--- src/rtl/wptr_full_lvl.sv ---
// wptr_full_lvl: write-domain pointer and status block of a dual-clock FIFO.
//
// Keeps the binary write address and the Gray write pointer that crosses into
// the read domain. From the read pointer, already synchronised into wclk, it
// derives a registered full flag, a fill level, an almost-full flag and a
// sticky overflow flag.
//
// Ports:
//   wclk          write clock; all state updates on its rising edge
//   wrst          synchronous active-high reset
//   winc          write request from the producer
//   wovf_clr      clears the sticky overflow flag
//   wq2_rptr      read Gray pointer, 2-flop synchronised into wclk
//   wen           memory write enable (winc & ~wfull)
//   waddr         memory write address
//   wptr          registered Gray write pointer for the read-domain synchroniser
//   wfull         registered full flag
//   walmost_full  registered flag: fill level >= AFULL_THRESH
//   wlevel        registered fill level, 0..2^ASIZE
//   woverflow     sticky flag: a write was attempted while full
module wptr_full_lvl #(
  parameter int ASIZE        = 4,
  parameter int AFULL_THRESH = 14
) (
  input  logic             wclk,
  input  logic             wrst,
  input  logic             winc,
  input  logic             wovf_clr,
  input  logic [ASIZE:0]   wq2_rptr,
  output logic             wen,
  output logic [ASIZE-1:0] waddr,
  output logic [ASIZE:0]   wptr,
  output logic             wfull,
  output logic             walmost_full,
  output logic [ASIZE:0]   wlevel,
  output logic             woverflow
);

  localparam logic [ASIZE:0] DEPTH = (ASIZE+1)'(1 << ASIZE);

  function automatic logic [ASIZE:0] bin2gray(input logic [ASIZE:0] b);
    return b ^ (b >> 1);
  endfunction

  // Bit i of the binary value is the XOR of all Gray bits from the MSB down to i.
  function automatic logic [ASIZE:0] gray2bin(input logic [ASIZE:0] g);
    logic [ASIZE:0] b;
    for (int i = 0; i <= ASIZE; i++) begin
      b[i] = ^(g >> i);
    end
    return b;
  endfunction

  logic [ASIZE:0] wbin_p1;
  logic [ASIZE:0] wgray_p1;
  logic [ASIZE:0] level_p1;
  logic           full_p1;
  logic           afull_p1;
  logic           ovf_p1;

  logic [ASIZE:0] wbin_next;
  logic [ASIZE:0] wgray_next;
  logic [ASIZE:0] rbin_s;
  logic [ASIZE:0] level_next;
  logic [ASIZE:0] full_ptr;
  logic           full_next;
  logic           afull_next;

  // wen depends only on winc and the registered full flag, never on wq2_rptr.
  assign wen        = winc & ~full_p1;
  assign wbin_next  = wbin_p1 + (ASIZE+1)'(wen);
  assign wgray_next = bin2gray(wbin_next);
  assign rbin_s     = gray2bin(wq2_rptr);
  // Accepted write and any read advance land in the same level computation.
  assign level_next = wbin_next - rbin_s;

  // Full when the write pointer is exactly one lap ahead of the read pointer:
  // in Gray code that means the two MSBs are inverted and the rest match.
  assign full_ptr   = {~wq2_rptr[ASIZE:ASIZE-1], wq2_rptr[ASIZE-2:0]};
  assign full_next  = (wgray_next == full_ptr);
  assign afull_next = (level_next >= (ASIZE+1)'(AFULL_THRESH));

  // ---- register stage p1: pointers and status flags ----
  always_ff @(posedge wclk) begin
    if (wrst) begin
      wbin_p1  <= '0;
      wgray_p1 <= '0;
      level_p1 <= '0;
      full_p1  <= 1'b0;
      afull_p1 <= 1'b0;
      ovf_p1   <= 1'b0;
    end else begin
      wbin_p1  <= wbin_next;
      wgray_p1 <= wgray_next;
      level_p1 <= level_next;
      full_p1  <= full_next;
      afull_p1 <= afull_next;
      // A new overflow takes priority over a clear in the same cycle.
      if (winc && full_p1)
        ovf_p1 <= 1'b1;
      else if (wovf_clr)
        ovf_p1 <= 1'b0;
    end
  end

  assign waddr        = wbin_p1[ASIZE-1:0];
  assign wptr         = wgray_p1;
  assign wfull        = full_p1;
  assign walmost_full = afull_p1;
  assign wlevel       = level_p1;
  assign woverflow    = ovf_p1;

  // A level of exactly one full FIFO and the full flag must always agree.
  a_level_full: assert property (@(posedge wclk) disable iff (wrst)
    ((level_p1 == DEPTH) == full_p1));

endmodule

--- config.mk ---
export PLATFORM = sky130hd
export DESIGN_NAME = wptr_full_lvl
export DESIGN_NICKNAME = d
export VERILOG_FILES = /design/src/rtl/wptr_full_lvl.sv
export SDC_FILE = /design/constraint.sdc
export NUM_CORES = 1
export LEC_CHECK = 0
export ABC_AREA = 1
export CORE_AREA = 10 10 60 62
export CTS_CLUSTER_DIAMETER = 120
export DETAILED_ROUTE_END_ITERATION = 16
export DIE_AREA = 0 0 70 72
export PLACE_DENSITY = 0.68
export SLEW_MARGIN = 10
export SYNTH_ARGS = -nofsm -noshare
export SYNTH_HDL_FRONTEND = slang
export SYNTH_SLANG_ARGS = --single-unit
--- constraint.sdc ---
create_clock -name wclk -period 3.2 [get_ports wclk]
set_clock_uncertainty 0.1 [all_clocks]
set_input_delay 0.64 -clock wclk [delete_from_list [all_inputs] [get_ports wclk]]
set_output_delay 0.64 -clock wclk [all_outputs]
set_load 0.02 [all_outputs]
### Word-level counts from Yosys, hierarchy flattened

Index checks and enable logic that the tools add are counted.
W data, S select, Z words.

* output and inout bits: 18
* bits of input ports: 9
* register bits after elaboration: 18
* logic and storage cells: 23

* bitwise gates (word level): 4
* mux-type cells: 2
* reduce and logical (&&, ||, !) cells: 7
* add/sub/neg operators: 2
* equality and inequality tests: 1
* magnitude comparators: 1

Operator list (count)
* $reduce_xor A5 Y1: 5
* $add A5 B1 Y5: 1
* $eq A5 B5 Y1: 1
* $ge A5 B4 Y1 const B: 1
* $sub A5 B5 Y5: 1
* $xor A5 B4 Y5: 1
* $mux W1: 2
* $not A2 Y2: 1
* $reduce_bool A2 Y1: 1
* $and A1 B1 Y1: 1
* $logic_and A1 B1 Y1: 1
* $not A1 Y1: 1

### Logic depth before layout (Yosys ltp)

Gate-level depths: netlist (run 1).

* depth after elaboration: 5
* depth in mapped cells: 16
* mapped depth without buffers: 16

### Worst setup path before layout (run 1)

Ideal clock, no wire load.

* path kind: input -> register
* from: input winc
* to: register afull_p1 (netlist: walmost_full)
* data required time: 2.985 ns
* path buffers: 0
* stages: 16
* setup time: 0.115 ns
* data arrival time: 2.418 ns
* setup slack: 0.567 ns
* cell sequence: inv_1 > nor2_1 > ha_1 > ha_1 > inv_1 > nand2_1 > nand2_2 > ha_1 > inv_1 > nor2_1 > nor2_1 > nand2_1 > nand2_1 > nand2_1 > nand3_1 > nand2_1

* cells in the longest elaborated chain, start to end: 4

RTL lines
* from (decl): line 27 `input logic winc,`
* $and A1 B1 Y1: line 70 `assign wen = winc & ~full_p1;`
* via wen: line 30 `output logic wen,`
* $add A5 B1 Y5: line 71 `assign wbin_next = wbin_p1 + (ASIZE+1)'(wen);`
* via wbin_next[2]: line 61 `logic [ASIZE:0] wbin_next;`
* $sub A5 B5 Y5: line 75 `assign level_next = wbin_next - rbin_s;`
* $ge A5 B4 Y1: line 81 `assign afull_next = (level_next >= (ASIZE+1)'(AFULL_THRESH));`
* to (signal assigned): line 97 `afull_p1 <= afull_next;`
* to (decl): line 58 `logic afull_p1;`

The timed path passes the listed nets, and every way through them passes these cells.
A chain may end at the register's enable or synchronous reset.

### Final worst setup path (run 1)

* from: input wq2_rptr[4]
* to: register afull_p1 (netlist: walmost_full)

* cells in the longest elaborated chain, start to end: 3
* elaborated cells on any way between the ends: 7
* those cells by class: 1 x add/sub; 1 x order compare; 5 x reduce/logical

RTL lines
* from (decl): line 29 `input logic [ASIZE:0] wq2_rptr,`
* $reduce_xor A5 Y1: line 49 `b[i] = ^(g >> i);`
* $sub A5 B5 Y5 (*): line 75
* $ge A5 B4 Y1 (*): line 81

Every way passes the cells marked *; elsewhere a longest branch is shown, timed or not.

==> reports/metrics.csv, run 1 <==
metric,value,unit
fmax,358,MHz
Yosys cell types,20,
syn nets,155,
Num CTS Buffers,3,
Synth Cell Area,971,sq um
Initial DRC Count,28,
reg-to-reg critical path startpoint,wfull,
Clk network pwr share,20.5,%
Final Max Tran Viols,0,
IO Pins,27,
Peak VDD IR,0.000267,V
Initial Utilization,39.9,%
Post-CTS Hold Buffers,0,
routed wire length,2200,microns
Slew HR,81.0,%
FF-to-FF path depth,11,
most frequent cells in the layout,"47 x nand2_1, 26 x clkdlybuf4s50_1, 18 x inv_1",
die area,5040,sq um
DRC violations left,0,
FP Rows,18,
Sum Neg Setup Slack,0,ns
CP startpoint,wq2_rptr[4],
post-CTS setup buffers,0,
crit-path max FO,4,
first-pass GRT wire length,3840,microns
Core ar.,2430,sq um
DR pass1 iterations,4,
R2R setup slack,0.95,ns
Fin. Hold Viols,0,
Leakage,0.626,nW
data required time of the critical path,3.31,ns
number of global-route vias before repair,879,
share of cells above drive strength 1,6.55,%
Sw Pwr,196,uW
clock slew at reported path FFs,0.10,ns
CP endpoint kind,register,
Die Width,70,microns
Post-Synthesis Cells,140,
CTS Sinks,17,
CTS-repair resized insts,0,
Nets,184,
CTS tree,built,
H-tree depth,1,
Syn Area/Cell,6.94,sq um
Startpoint Class,primary input,
status,finished clean,
gpl congestion,0.830,
die height,72,microns
Synthesis Warnings,0,
R2R Path End,walmost_full,
CP Capture Point,walmost_full,
gr usage total,9.02,%
Pwr per Cell Area,446,nW/um^2
IO buf count,26,
HP Class,reg2reg,
GRT Residual Overflow,0,
Synth top area share,35.1,%
register area share after synthesis,35.1,%
Setup-failing EPs final,0,
"area leader, netlist",dfxtp_1,
largest net degree at the start of global routing,17,
internal power,378,uW
#FFs+latches synth,17,
Overall Power,574,uW
Worst Max-Slew Pin Slew,0.285,ns
post-route clock period utilization,87.3,%
initial antenna violation count,0,
hpwl dp,1820,microns
vias per inst,4.66,
largest buffer count on any clock path,2,
switching fraction of total power,34.1,%
combinational share of power,37.3,%
CP Class,in2reg,
Layout area overhead,32.3,%
Worst Path Arrival,2.90,ns
max-cap viol count,0,
Post-DRT Antenna Nets,0,
Period minus WS final,2.79,ns
CTS root buffer,clkbuf_4,
Filler cells,241,
routed via count,922,
clk_lat worst skew,0.30,ns
RSZ-0062 raised after global routing,no,
WL/cell,11.1,microns
sequential group share of total power,42.2,%
diode count,0,
"commonest non-fill, non-tap cell in the layout",nand2_1,
Area contributors post-synth,"dfxtp_1 35%, nand2_1 18%, inv_1 7.0%",
area by class of cell:
| type | instances | area (sq um) | area share [%] |
|---|---|---|---|
| sequential | 17 | 340 | 26.5 |
| timing repair buffer | 27 | 268 | 20.8 |
| clock buffer | 3 | 22.5 | 1.75 |
| tap | 30 | 37.5 | 2.92 |
| inverter | 19 | 71.3 | 5.55 |
| clock inverter | 1 | 5.00 | 0.389 |
| multi-input combinational | 101 | 541 | 42.1 |
state kept, by name, summed over array words and instances, names as in the netlist:
register	flops
wptr	4
woverflow	1
walmost_full	1
wbin_p1	5
wfull	1
wlevel	5
layer usage:
layer	wire [microns]	vias up	part of all wire (%)	global-route usage, %
met2	1020	31	46	15.4
met5	0	-	0	0
met4	48	0	2.2	6.14
li1	-	485	-	-
met1	930	402	42	9.10
met3	198	4	9.0	3.27
power by group through the flow:
stage          Sequential (mW)  Combinational [mW]  Clock (mW)
4_1_cts                  0.242               0.217       0.124
2_1_floorplan            0.277               0.104           0
6_report                 0.242               0.214       0.118
5_1_grt                  0.245               0.243       0.134
3_5_place_dp             0.247               0.217           0
3_3_place_gp             0.247               0.214           0
cell usage after synthesis, drive strengths merged:
master,count
nand2,50
inv,19
dfxtp,17
nor2,17
nand3,11
ha,5
xor2,5
a21oi,4
nand4,3
clkbuf,2
nand3b,2
a21o,1
buf,1
fa,1
nor3,1
o21bai,1
per-stage QoR:
stage / hold slack, ns / utilization, % / cell area [sq um] / std cells / worst slack (ns)
global route: 0.410 / 52.8 / 1280 / 198 / 0.185
global placement: 0.348 / 51.7 / 1260 / 194 / 0.162
floorplan: 0.436 / - / 971 / 140 / 0.567
detailed placement: 0.367 / 51.7 / 1260 / 194 / 0.0796
finish: 0.376 / 52.8 / 1280 / 198 / 0.405
CTS: 0.383 / 52.8 / 1280 / 198 / 0.416
how the worst min path moves through the flow:
stage	startpoint	endpoint	slack, ns	cells past startpoint
6_report	woverflow	woverflow	0.38	2
3_3_place_gp	woverflow	woverflow	0.35	2
4_1_cts	woverflow	woverflow	0.38	2
3_5_place_dp	woverflow	woverflow	0.37	2
5_1_grt	woverflow	woverflow	0.41	2
2_1_floorplan	woverflow	woverflow	0.44	2
cells by family after synthesis:
family | Yosys count | share of synthesized area (%)
and+or+nand+nor | 84 | 36.3
buffers and inverters | 22 | 9.28
DFF | 17 | 35.1
AOI/OAI and AO/OA | 6 | 3.61
adders and majority gates | 6 | 8.51
xor gates and xnor gates | 5 | 7.22
critical path, cell delays in order:
cell	delay [ns]
clkdlybuf4s50_1	0.53
nand2_1	0.08
nand2_2	0.13
xor2_4	0.21
xor2_1	0.16
inv_1	0.06
ha_1	0.21
fa_1	0.40
nor2_1	0.12
nor2_1	0.04
nand2_1	0.08
nand3_1	0.08
nand3_1	0.11
nand2_1	0.06
Power figures use the tool's default switching activity.
==> run 2: changes to the inputs <==
--- a/config.mk
+++ b/config.mk
@@ -6,11 +6,11 @@
 export NUM_CORES = 1
 export LEC_CHECK = 0
 export ABC_AREA = 1
-export CORE_AREA = 10 10 60 62
+export CORE_AREA = 10 10 58 60
 export CTS_CLUSTER_DIAMETER = 120
 export DETAILED_ROUTE_END_ITERATION = 16
-export DIE_AREA = 0 0 70 72
-export PLACE_DENSITY = 0.68
+export DIE_AREA = 0 0 68 70
+export PLACE_DENSITY = 0.73
 export SLEW_MARGIN = 10
 export SYNTH_ARGS = -nofsm -noshare
 export SYNTH_HDL_FRONTEND = slang
==> reports/metrics.csv, run 2 (synthesis gave the netlist of run 1 again) <==
metric,value,unit,change
status,finished clean,,
CTS-repair resized insts,0,,unchanged
fmax,351,MHz,-1.9%
Fin. Hold Viols,0,,unchanged
Post-DRT Antenna Nets,0,,unchanged
die area,4760,sq um,-5.6%
Peak VDD IR,0.000308,V,+15%
largest net degree at the start of global routing,17,,unchanged
CTS root buffer,clkbuf_4,,
HP Class,reg2reg,,
Hold Worst Slack,0.381,ns,+0.00562 ns
Setup-failing EPs final,0,,unchanged
Nets,183,,-0.54%
vias per inst,4.73,,+1.5%
clock slew at reported path FFs,0.10,ns,about the same
gr usage total,9.74,%,+0.72 points
Overall Power,575,uW,+0.26%
GRT Residual Overflow,0,,unchanged
reg-to-reg critical path startpoint,wfull,,
R2R setup slack,0.88,ns,-0.07 ns
CTS tree,built,,
RSZ-0062 raised after global routing,no,,
Leakage,0.618,nW,-1.2%
Period minus WS final,2.85,ns,+0.0546 ns
data required time of the critical path,3.29,ns,-0.02 ns
DR pass1 iterations,4,,unchanged
CP endpoint kind,register,,
Worst Max-Slew Pin Slew,0.563,ns,+0.277 ns
Layout area overhead,31.4,%,
Sum Neg Setup Slack,0,ns,unchanged
CP Class,in2reg,,
Initial Utilization,41.5,%,+1.5 points
IO buf count,26,,unchanged
met3 Track Usage GR,2.07,%,-1.2 points
Core ar.,2340,sq um,-3.7%
R2R Path End,walmost_full,,
most used routing layer,met2,,
WL/cell,11.2,microns,+0.97%
routed wire length,2210,microns,+0.46%
Post-CTS Hold Buffers,0,,unchanged
Pwr per Cell Area,451,nW/um^2,+0.95%
clk_lat worst skew,0.30,ns,about the same
H-tree depth,1,,unchanged
Final Max Tran Viols,0,,unchanged
largest buffer count on any clock path,2,,unchanged
IO Pins,27,,unchanged
gpl congestion,0.833,,+0.46%
"commonest non-fill, non-tap cell in the layout",nand2_1,,
Num CTS Buffers,3,,unchanged
max-cap viol count,0,,unchanged
Startpoint Class,primary input,,
most frequent cells in the layout,"47 x nand2_1, 26 x clkdlybuf4s50_1, 18 x inv_1",,
first-pass GRT wire length,3640,microns,-5.0%
Die Width,68,microns,-2.9%
Initial DRC Count,13,,-54%
met2 Use GR,16.7,%,+1.3 points
Hold EP,woverflow,,
number of global-route vias before repair,848,,-3.5%
hold path cells,2,,unchanged
min-delay src,woverflow,,
Slew HR,62.4,%,-19 points
post-route clock period utilization,89.0,%,+1.7 points
share of cells above drive strength 1,5.39,%,-1.2 points
GR Util met1,9.88,%,+0.78 points
die height,70,microns,-2.8%
initial antenna violation count,0,,unchanged
DRC violations left,0,,unchanged
routed via count,931,,+0.98%
diode count,0,,unchanged
crit-path max FO,4,,unchanged
FP Rows,18,,unchanged
CTS Sinks,17,,unchanged
Worst Path Arrival,2.94,ns,+0.04 ns
hpwl dp,1880,microns,+3.3%
post-CTS setup buffers,0,,unchanged
FF-to-FF path depth,15,,+4
[run 2: area by class of cell]
cell class                 instances  area (sq um)
fill                             235          1070
multi-input combinational        101           541
sequential                        17           340
timing repair buffer              26           260
inverter                          19          71.3
tap                               30          37.5
clock buffer                       4          26.3
[run 2: critical path: stages]
cell and delay [ns]:
clkdlybuf4s50_1 0.54, nand2_1 0.09, nand2_2 0.13, xor2_4 0.21
xor2_1 0.17, inv_1 0.06, ha_1 0.20, fa_1 0.41
nor2_1 0.13, nor2_1 0.04, nand2_1 0.08, nand3_1 0.08
nand3_1 0.10, nand2_1 0.05
[run 2: power by group]
part	internal [mW]	switching (mW)	total, mW
Clock	0.0486	0.0675	0.116
Sequential	0.235	0.00840	0.243
Combinational	0.0958	0.120	0.216
Total	0.379	0.196	0.575
[run 2: worst max path at each step]
stage                     slack, ns  depth (start not counted)   startpoint            to
after global routing           0.17                         14  wq2_rptr[4]  walmost_full
after detailed placement       0.06                         14  wq2_rptr[4]  walmost_full
final                          0.35                         14  wq2_rptr[4]  walmost_full
after CTS                      0.35                         14  wq2_rptr[4]  walmost_full
after floorplan                0.57                         16         winc  walmost_full
after global placement         0.14                         17         winc  walmost_full
[run 2: through the flow]
step | util, % | std cells | area (sq um) | worst slack (ns)
after floorplan | - | 140 | 971 | 0.567
after global placement | 53.4 | 193 | 1250 | 0.142
after detailed placement | 53.4 | 193 | 1250 | 0.0636
after CTS | 54.5 | 197 | 1280 | 0.354
after global routing | 54.5 | 197 | 1280 | 0.173
final | 54.5 | 197 | 1280 | 0.351
[run 2: per-layer routing]
metal  part of all wire, %  vias up
li1                      -      487
met3                   5.0        7
met2                    50       18
met5                     0        -
met4                   3.7        0
met1                    41      419
==> run 3: changes to the inputs <==
--- a/config.mk
+++ b/config.mk
@@ -6,10 +6,10 @@
 export NUM_CORES = 1
 export LEC_CHECK = 0
 export ABC_AREA = 1
-export CORE_AREA = 10 10 58 60
+export CORE_AREA = 5 5 53 55
 export CTS_CLUSTER_DIAMETER = 120
 export DETAILED_ROUTE_END_ITERATION = 16
-export DIE_AREA = 0 0 68 70
+export DIE_AREA = 0 0 58 60
 export PLACE_DENSITY = 0.73
 export SLEW_MARGIN = 10
 export SYNTH_ARGS = -nofsm -noshare
==> reports/metrics.csv, run 3 (synthesis gave the netlist of run 1 again) <==
metric,value,unit,change
status,finished clean,,
post-route clock period utilization,89.0,%,about the same
Clk network pwr share,20.2,%,about the same
Sw Pwr,193,uW,-1.5%
worst-path cell chain,clkdlybuf4s50_1 > inv_1 > nor2_1 > ha_1 > ha_1 > inv_1 > nand2_1 > nand2_2 > ha_1 > inv_1 > nor2_1 > nor2_1 > nand2_1 > nand2_1 > nand2_1 > nand3_1 > nand2_1,,
"delay-heaviest family, CP",adder cells,,
CP endpoint kind,register,,
Initial DRC Count,8,,-5
Hold Worst Slack,0.372,ns,-0.00892 ns
IO buf count,26,,unchanged
DR pass1 iterations,4,,unchanged
die height,60,microns,-14%
Pwr per Cell Area,449,nW/um^2,-0.42%
GRT Residual Overflow,0,,unchanged
Leakage,0.618,nW,unchanged
vias per inst,4.63,,-2.0%
Crit-path slowest cell,clkdlybuf4s50_1,,
CTS-repair resized insts,0,,unchanged
fmax,351,MHz,about the same
Final Max Tran Viols,0,,unchanged
Period minus WS final,2.85,ns,+0.0000500 ns
Worst Path Arrival,2.94,ns,about the same
routed via count,912,,-2.0%
Worst Max-Slew Pin Slew,0.613,ns,+0.0505 ns
Setup-failing EPs final,0,,unchanged
gr usage total,13.7,%,+4.0 points
crit-path max FO,5,,+1
Core ar.,2340,sq um,unchanged
gpl congestion,0.777,,-6.8%
Die Width,58,microns,-15%
register area,340,sq um,unchanged
Fin. Hold Viols,0,,unchanged
Sum Neg Setup Slack,0,ns,unchanged
DRC violations left,0,,unchanged
CTS tree,built,,
Layout area overhead,31.4,%,unchanged
largest buffer count on any clock path,2,,unchanged
Slew HR,59.0,%,-3.4 points
DP Worst Slack,0.0459,ns,-0.0177 ns
Nets,183,,unchanged
CP bufs+invs,4,,+2
Post-DRT Antenna Nets,0,,unchanged
switching fraction of total power,33.7,%,-0.37 points
Num CTS Buffers,3,,unchanged
H-tree depth,1,,unchanged
data required time of the critical path,3.29,ns,about the same
largest net degree at the start of global routing,17,,unchanged
Startpoint Class,primary input,,
Filler cells,242,,+3.0%
share of cells above drive strength 1,5.39,%,unchanged
routed wire length,2130,microns,-3.6%
initial antenna violation count,0,,unchanged
Post-CTS Hold Buffers,0,,unchanged
Peak VDD IR,0.000255,V,-17%
max-cap viol count,0,,unchanged
CTS root buffer,clkbuf_4,,
first-pass GRT wire length,3690,microns,+1.3%
FP Rows,18,,unchanged
number of global-route vias before repair,911,,+7.4%
clock slew at reported path FFs,0.09,ns,about the same
hpwl dp,1750,microns,-7.0%
HP Class,reg2reg,,
post-CTS setup buffers,0,,unchanged
die area,3480,sq um,-27%
most frequent cells in the layout,"47 x nand2_1, 26 x clkdlybuf4s50_1, 18 x inv_1",,
internal power,380,uW,+0.14%
RSZ-0062 raised after global routing,no,,
CTS Sinks,17,,unchanged
IO Pins,27,,unchanged
CP most frequent cell,nand2_1,,
WL/cell,10.8,microns,-3.6%
clk_lat worst skew,0.29,ns,about the same
Overall Power,573,uW,-0.42%
multi-input logic area,541,sq um,unchanged
Setup WS post-layout,0.351,ns,-0.0000500 ns
Initial Utilization,41.5,%,unchanged
"commonest non-fill, non-tap cell in the layout",nand2_1,,
sequential group share of total power,42.3,%,about the same
combinational share of power,37.5,%,about the same
diode count,0,,unchanged
CP Class,in2reg,,
CP peak stage delay,0.48,ns,-0.06 ns
[run 3: cell counts in the layout (fill, tap and decap cells not counted)]
No cell type changed its count.
[run 3: cell type report]
type,instances,share of cell area (%)
Clock buffer,4,2.06
Inverter,19,5.59
Multi-Input combinational cell,101,42.4
Sequential cell,17,26.7
Tap cell,30,2.94
Timing Repair Buffer,26,20.4
[run 3: final timing paths]
path | startpoint | endpoint | slack (ns) | cells after the start
min | woverflow | woverflow | 0.37 | 2
min reg2reg | woverflow | woverflow | 0.37 | 2
max | winc | walmost_full | 0.35 | 17
max reg2reg | wfull | walmost_full | 0.86 | 15
[run 3: layer usage]
metal	part of all wire [%]	global-route usage [%]	vias up
met5	0	0	-
met4	1.9	6.95	0
met3	3.9	1.94	4
met2	50	24.7	17
met1	44	15.7	409
li1	-	-	482
[run 3: through the flow]
step | instances | util [%] | cell area [sq um]
final | 197 | 54.5 | 1280
after global routing | 197 | 54.5 | 1280
after CTS | 197 | 54.5 | 1280
after detailed placement | 193 | 53.4 | 1250
after global placement | 193 | 53.4 | 1250
after floorplan | 140 | - | 971
[run 3: power groups by stage]
| stage | Sequential [mW] | Clock [mW] | Combinational [mW] |
|---|---|---|---|
| global route | 0.245 | 0.129 | 0.238 |
| global placement | 0.247 | 0 | 0.211 |
| detailed placement | 0.248 | 0 | 0.215 |
| floorplan | 0.277 | 0 | 0.104 |
| CTS | 0.243 | 0.120 | 0.218 |
| finish | 0.242 | 0.115 | 0.215 |
[run 3: worst min-delay path, stage by stage (launching register included)]
cell     delay [ns]
dfxtp_1        0.32
nand2_1        0.06
a21oi_1        0.05
